==> config.mk <==
export PLATFORM = sky130hd
export DESIGN_NAME = regfile_mp
export DESIGN_NICKNAME = d
export VERILOG_FILES = /design/src/rtl/regfile_mp.sv
export SDC_FILE = /design/constraint.sdc
export NUM_CORES = 2
export LEC_CHECK = 0
export ABC_AREA = 1
export CELL_PAD_IN_SITES_DETAIL_PLACEMENT = 1
export CELL_PAD_IN_SITES_GLOBAL_PLACEMENT = 1
export CORE_MARGIN = 2
export CORE_UTILIZATION = 30
export DETAILED_ROUTE_END_ITERATION = 7
export PLACE_DENSITY_LB_ADDON = 0.1
export SLEW_MARGIN = 5
export SYNTH_ARGS = -nofsm -noshare
export SYNTH_HDL_FRONTEND = slang
export SYNTH_SLANG_ARGS = --single-unit
==> constraint.sdc <==
create_clock -name clk_i -period 14.7 [get_ports clk_i]
set_input_delay 3.675 -clock clk_i [delete_from_list [all_inputs] [get_ports clk_i]]
set_output_delay 3.675 -clock clk_i [all_outputs]
set_load 0.03 [all_outputs]
==> src/rtl/regfile_mp.sv <==
// regfile_mp: multi-ported architectural register file with a dedicated PC.
//
// After reset the block sweeps every storage entry to zero, one entry per
// cycle, then reports ready_o. While ready, it offers one write port and two
// registered read ports. The program counter lives in its own register
// (pc_q). Reads of PC_ID return that register.
//
// Ports:
//   clk_i     - clock, all state changes on the rising edge
//   rst_i     - synchronous active-high reset, restarts the clear sweep
//   ready_o   - high once the sweep is complete
//   we_i      - write enable
//   wr_id_i   - write register index
//   wr_dat_i  - write data
//   ra_id_i   - read port A index
//   ra_dat_o  - read port A data, one cycle after the index
//   rb_id_i   - read port B index
//   rb_dat_o  - read port B data, one cycle after the index
//   pc_inc_i  - advance PC by DAT_WIDTH/8
//   pc_o      - current PC, always valid
//
// Handshake: ready_o is a level, not a pulse. A write, a PC increment or a
// read index is accepted on any rising edge where ready_o is high. When
// ready_o is low, we_i and pc_inc_i are ignored and both read ports return 0.

`ifndef DAT_WIDTH
`define DAT_WIDTH 64
`endif

module regfile_mp #(
    parameter int                   DAT_WIDTH = `DAT_WIDTH,
    parameter int                   NREGS     = 32,
    parameter int                   PC_ID     = 31,
    parameter logic [DAT_WIDTH-1:0] PC_RESET  = DAT_WIDTH'(64'h800000000000),
    parameter bit                   ZERO_REG  = 1'b1,
    parameter bit                   BYPASS    = 1'b1
) (
    input  logic                       clk_i,
    input  logic                       rst_i,
    output logic                       ready_o,
    input  logic                       we_i,
    input  logic [$clog2(NREGS)-1:0]   wr_id_i,
    input  logic [DAT_WIDTH-1:0]       wr_dat_i,
    input  logic [$clog2(NREGS)-1:0]   ra_id_i,
    output logic [DAT_WIDTH-1:0]       ra_dat_o,
    input  logic [$clog2(NREGS)-1:0]   rb_id_i,
    output logic [DAT_WIDTH-1:0]       rb_dat_o,
    input  logic                       pc_inc_i,
    output logic [DAT_WIDTH-1:0]       pc_o
);

    localparam int                ID_W    = $clog2(NREGS);
    localparam logic [ID_W:0]     NREGS_L = (ID_W + 1)'(NREGS);
    localparam logic [ID_W-1:0]   PC_IDX  = ID_W'(PC_ID);
    localparam logic [ID_W-1:0]   CNT_END = ID_W'(NREGS - 1);

    typedef enum logic {
        ST_CLEAR = 1'b0,
        ST_READY = 1'b1
    } state_t;

    state_t                 state_q, state_d;
    logic [ID_W-1:0]        cnt_q, cnt_d;
    logic [DAT_WIDTH-1:0]   pc_q, pc_d;
    logic [DAT_WIDTH-1:0]   ra_q, ra_d;
    logic [DAT_WIDTH-1:0]   rb_q, rb_d;
    logic [DAT_WIDTH-1:0]   mem_q [NREGS];

    // Storage write channel. During the sweep it carries the clearing writes,
    // and afterwards it carries accepted user writes.
    logic                   mem_we;
    logic [ID_W-1:0]        mem_idx;
    logic [DAT_WIDTH-1:0]   mem_val;
    // High when the user write lands in the array this cycle. It is used for
    // forwarding.
    logic                   wr_mem_hit;

    function automatic logic in_range(input logic [ID_W-1:0] id);
        return ({1'b0, id} < NREGS_L);
    endfunction

    // Next-state, PC and storage-write decode.
    always_comb begin
        state_d    = state_q;
        cnt_d      = cnt_q;
        pc_d       = pc_q;
        mem_we     = 1'b0;
        mem_idx    = cnt_q;
        mem_val    = '0;
        wr_mem_hit = 1'b0;

        unique case (state_q)
            ST_CLEAR: begin
                mem_we  = 1'b1;
                mem_idx = cnt_q;
                mem_val = '0;
                if (cnt_q == CNT_END) begin
                    state_d = ST_READY;
                end else begin
                    cnt_d = cnt_q + 1'b1;
                end
            end
            ST_READY: begin
                // PC_ID never touches the array, and index 0 is dropped when
                // it is hardwired to zero.
                wr_mem_hit = we_i && in_range(wr_id_i) && (wr_id_i != PC_IDX) &&
                             !(ZERO_REG && (wr_id_i == '0));
                mem_we  = wr_mem_hit;
                mem_idx = wr_id_i;
                mem_val = wr_dat_i;
                // An explicit PC write takes priority over an increment.
                if (we_i && (wr_id_i == PC_IDX)) begin
                    pc_d = wr_dat_i;
                end else if (pc_inc_i) begin
                    pc_d = pc_q + DAT_WIDTH'(DAT_WIDTH / 8);
                end
            end
            default: begin
                state_d = ST_CLEAR;
            end
        endcase
    end

    function automatic logic [DAT_WIDTH-1:0] read_val(input logic [ID_W-1:0] id);
        logic [DAT_WIDTH-1:0] v;
        if (!in_range(id)) begin
            v = '0;
        end else if (ZERO_REG && (id == '0)) begin
            v = '0;
        end else if (id == PC_IDX) begin
            v = BYPASS ? pc_d : pc_q;
        end else if (BYPASS && wr_mem_hit && (wr_id_i == id)) begin
            v = wr_dat_i;
        end else begin
            v = mem_q[id];
        end
        return v;
    endfunction

    // Both read ports keep updating, including in cycles with a write.
    always_comb begin
        ra_d = '0;
        rb_d = '0;
        if (state_q == ST_READY) begin
            ra_d = read_val(ra_id_i);
            rb_d = read_val(rb_id_i);
        end
    end

    always_ff @(posedge clk_i) begin
        if (rst_i) begin
            state_q <= ST_CLEAR;
            cnt_q   <= '0;
            pc_q    <= PC_RESET;
            ra_q    <= '0;
            rb_q    <= '0;
        end else begin
            state_q <= state_d;
            cnt_q   <= cnt_d;
            pc_q    <= pc_d;
            ra_q    <= ra_d;
            rb_q    <= rb_d;
        end
    end

    // The array has no reset. The sweep defines its contents before ready_o
    // rises.
    always_ff @(posedge clk_i) begin
        if (mem_we && !rst_i) begin
            mem_q[mem_idx] <= mem_val;
        end
    end

    assign ready_o  = (state_q == ST_READY);
    assign ra_dat_o = ra_q;
    assign rb_dat_o = rb_q;
    assign pc_o     = pc_q;

endmodule

==> impl_metrics.tcl <==
set metrics [dict create \
    synth_area_um2 112000 \
    ctsRootBufferMaster "clkbuf_16" \
    drt-vias-per-instance 5.60 \
    synth_area_leaders "edfxtp_1 55%, o21ai_0 9.9%, nand2_1 7.5%, a21oi_1 5.1%, nor2_1 4.8%" \
    path_delay_family "buffers and inverters" \
    ys.flop_type "edfxtp_1" \
    crit_cells 12 \
    antenna_found_initial 15 \
    internal_power_mw 11.4 \
    die-area_um2 378000 \
    critPathSlowestCell "clkdlybuf4s50_1" \
    cts.sinks 2246 \
    rsz0062_at_grt "false" \
    dp.final_hpwl_um 325000 \
    hold_depth 2 \
    netlist-cell-type-count 38 \
    pwr-share-seq 0.450 \
    syn_inst 12471 \
    grt_pass1_wl_um 783000 \
    synth_top_area_share 0.549 \
    clk_pin_slew_ns 0.06 \
    hp-start "cnt_q[3]" \
    final.fill_count 42501 \
    cellPowerDensity_nw_per_um2 120 \
    async_flop_share 0 \
    ys_top_cells_by_count "2238 x nand2_1, 2220 x o21ai_0, 2048 x edfxtp_1, 1422 x nor2_1, 1144 x a21oi_1" \
    power_switching_mw 4.02 \
    r2r_cells 9 \
    grt_max_degree 229 \
    tns_ns 0 \
    synth.most_common_cell "nand2_1" \
    clk_latency_ns 0.96 \
    grt-ovfl-total 0 \
    startpoint "ra_id_i[3]" \
    reg2reg_from "ready_o" \
    leakagePower_nw 45.6 \
    hold_violations 0 \
    wl_per_cell_um 32.0 \
    max_stage_delay_ns 1.05 \
    via_count 98187 \
    synthToLayoutAreaGrowth_pct 14.2 \
    drt-total-wl_um 561000 \
    yosysTopAreaCell "edfxtp_1" \
    finalNetCount 12416 \
    wl_met3_um 25500 \
    synth-seq-cells 2246 \
    die_y_um 615 \
    synth_edf_count 2048 \
    post_cts_buffers 0 \
    top_level_ports 276 \
    fin_skew_ns 0.0595 \
    drive_gt1_frac 0.0552 \
    cts-resized-gates 0 \
    worstMarginPinSlew_ns 1.34 \
    clkPwrFrac 0.463 \
    coreArea_um2 372000 \
    drt_iter0_markers 8148 \
    ant_nets 0 \
    cap_violations 0 \
    start_kind "input pin" \
    max_freq_mhz 115 \
    reg2reg_to "mem_q[13][50]" \
    stdcell_area_um2 128000 \
    cts_buffer_depth 4 \
    fin_crit_ns 8.68 \
    hold_buffers 0 \
    holdPathEnd "cnt_q[3]" \
    worst-path-buf-inv 6 \
    dr.pass1.iters 6 \
    yosysSeqAreaShare 0.584 \
    critPathCaptureType "register" \
    ir_drop_uv 90.9 \
    path_max_fanout 41 \
    p_total_mw 15.4 \
    drv_slew 0 \
    outcome "completed" \
    rows 224 \
    slew_headroom 0.106 \
    required_ns 15.61 \
    synth_warnings 0 \
    swShare 0.261 \
    cts_buffers 281 \
    layout_setup_ws_ns 6.02 \
    worstSetupPathType "in -> reg" \
    drc 0 \
    cts-htree-levels 5 \
    wl_met2_um 264000 \
    syn_area_per_cell_um2 8.98 \
    fin_util 0.344 \
    place.gp.congestion 0.896 \
    cts_tree "yes" \
    finalSetupViolCount 0 \
    dp.cells 17019 \
    place_ws_ns 5.17 \
    holdWs_ns 0.509 \
    fin_crit_sh 0.590 \
    post_dp_cell_area_um2 119000 \
    crit_top_cell "buf_4" \
    hold_path_class "reg -> reg" \
    regToRegSetupSlack_ns 9.37 \
    start_util 0.301 \
    multi_input_area_um2 38600 \
    drt-met1-wl_um 230000 \
    combPwrFrac 0.087 \
    seq_area_um2 65500 \
    arrival_ns 9.58 \
    portBuffers 275 \
    path_cells "clkdlybuf4s50_1 -> nand2_2 -> buf_4 -> inv_6 -> buf_4 -> buf_4 -> a21oi_1 -> nand4_1 -> nand3_1 -> nand2_1 -> inv_1 -> nor2_1" \
    grt_pass1_vias 101419 \
    finalNonFillerCells 17522 \
    die_w_um 615 \
    top_layer_used "met4" \
    synth_fp_nets 12557 \
    groute.usage.overall 0.288 \
]
==> final cells by class <==
class                      instances  area share
antenna                            4   0.0000783
clock buffer                     365      0.0593
clock inverter                   134      0.0121
inverter                        1001      0.0298
multi-input combinational       8305       0.302
sequential                      2246       0.512
tap                             4972      0.0486
timing repair buffer             495      0.0363
==> flip-flops by register name, summed over array words and instances, names as in the netlist <==
name      cells
pc_o         64
cnt_q         5
mem_q      2048
rb_dat_o     64
ready_o       1
ra_dat_o     64
==> kinds of logic (layout without fill, tap and decap cells) <==
group	count (synthesis)	count (layout)	synth area share
AND/OR/NAND/NOR	4330	4330	0.155
AO/OA/AOI/OAI	3946	3946	0.184
flip-flops	2246	2246	0.584
buffers and inverters	1920	1995	0.0736
XOR/XNOR	26	26	0.00203
adder cells (fa/ha/maj)	3	3	0.000335
other	0	4	0
==> layout by cell type (no fill, tap or decap), drive strengths merged, types with 3 or more instances in the layout <==
| master | instances |
|---|---|
| o21ai | 2342 |
| nand2 | 2240 |
| edfxtp | 2048 |
| nor2 | 1428 |
| a21oi | 1144 |
| inv | 1006 |
| nand3 | 464 |
| clkbuf | 365 |
| clkdlybuf4s50 | 268 |
| o211ai | 253 |
| buf | 227 |
| o22ai | 199 |
| dfxtp | 198 |
| nand4 | 173 |
| clkinv | 89 |
| bufinv | 29 |
| xor2 | 14 |
| xnor2 | 12 |
| clkinvlp | 11 |
| nor3 | 10 |
| nand3b | 7 |
| o21bai | 7 |
| diode | 4 |
| or2 | 4 |
| ha | 3 |
==> worst max path at each step <==
stage	endpoint	slack, ns
finish	ra_dat_o[27]	6.02
global route	ra_dat_o[33]	6.14
CTS	ra_dat_o[27]	6.17
detailed placement	ra_dat_o[27]	5.17
global placement	ra_dat_o[27]	5.24
floorplan	mem_q[0][0]	6.96
==> power groups by stage <==
stage | Sequential (mW) | Combinational [mW] | Clock [mW]
after floorplan | 7.06 | 0.734 | 0
after global placement | 7.06 | 1.32 | 0
after detailed placement | 7.06 | 1.34 | 0
after CTS | 6.93 | 1.34 | 7.24
after global routing | 6.93 | 1.43 | 7.46
final | 6.93 | 1.35 | 7.12
==> routing by layer <==
metal  global-route usage  up-vias
met2                0.480     3238
met4                0.182        0
met5                    0        -
li1                     -    42924
met1                0.358    50928
met3               0.0283     1097
==> worst min-delay path, stage by stage (launching register included) <==
cell	delay, ns
dfxtp_1	0.30
inv_1	0.09
a21oi_1	0.07
No activity file was read; power rests on OpenSTA's default activity.
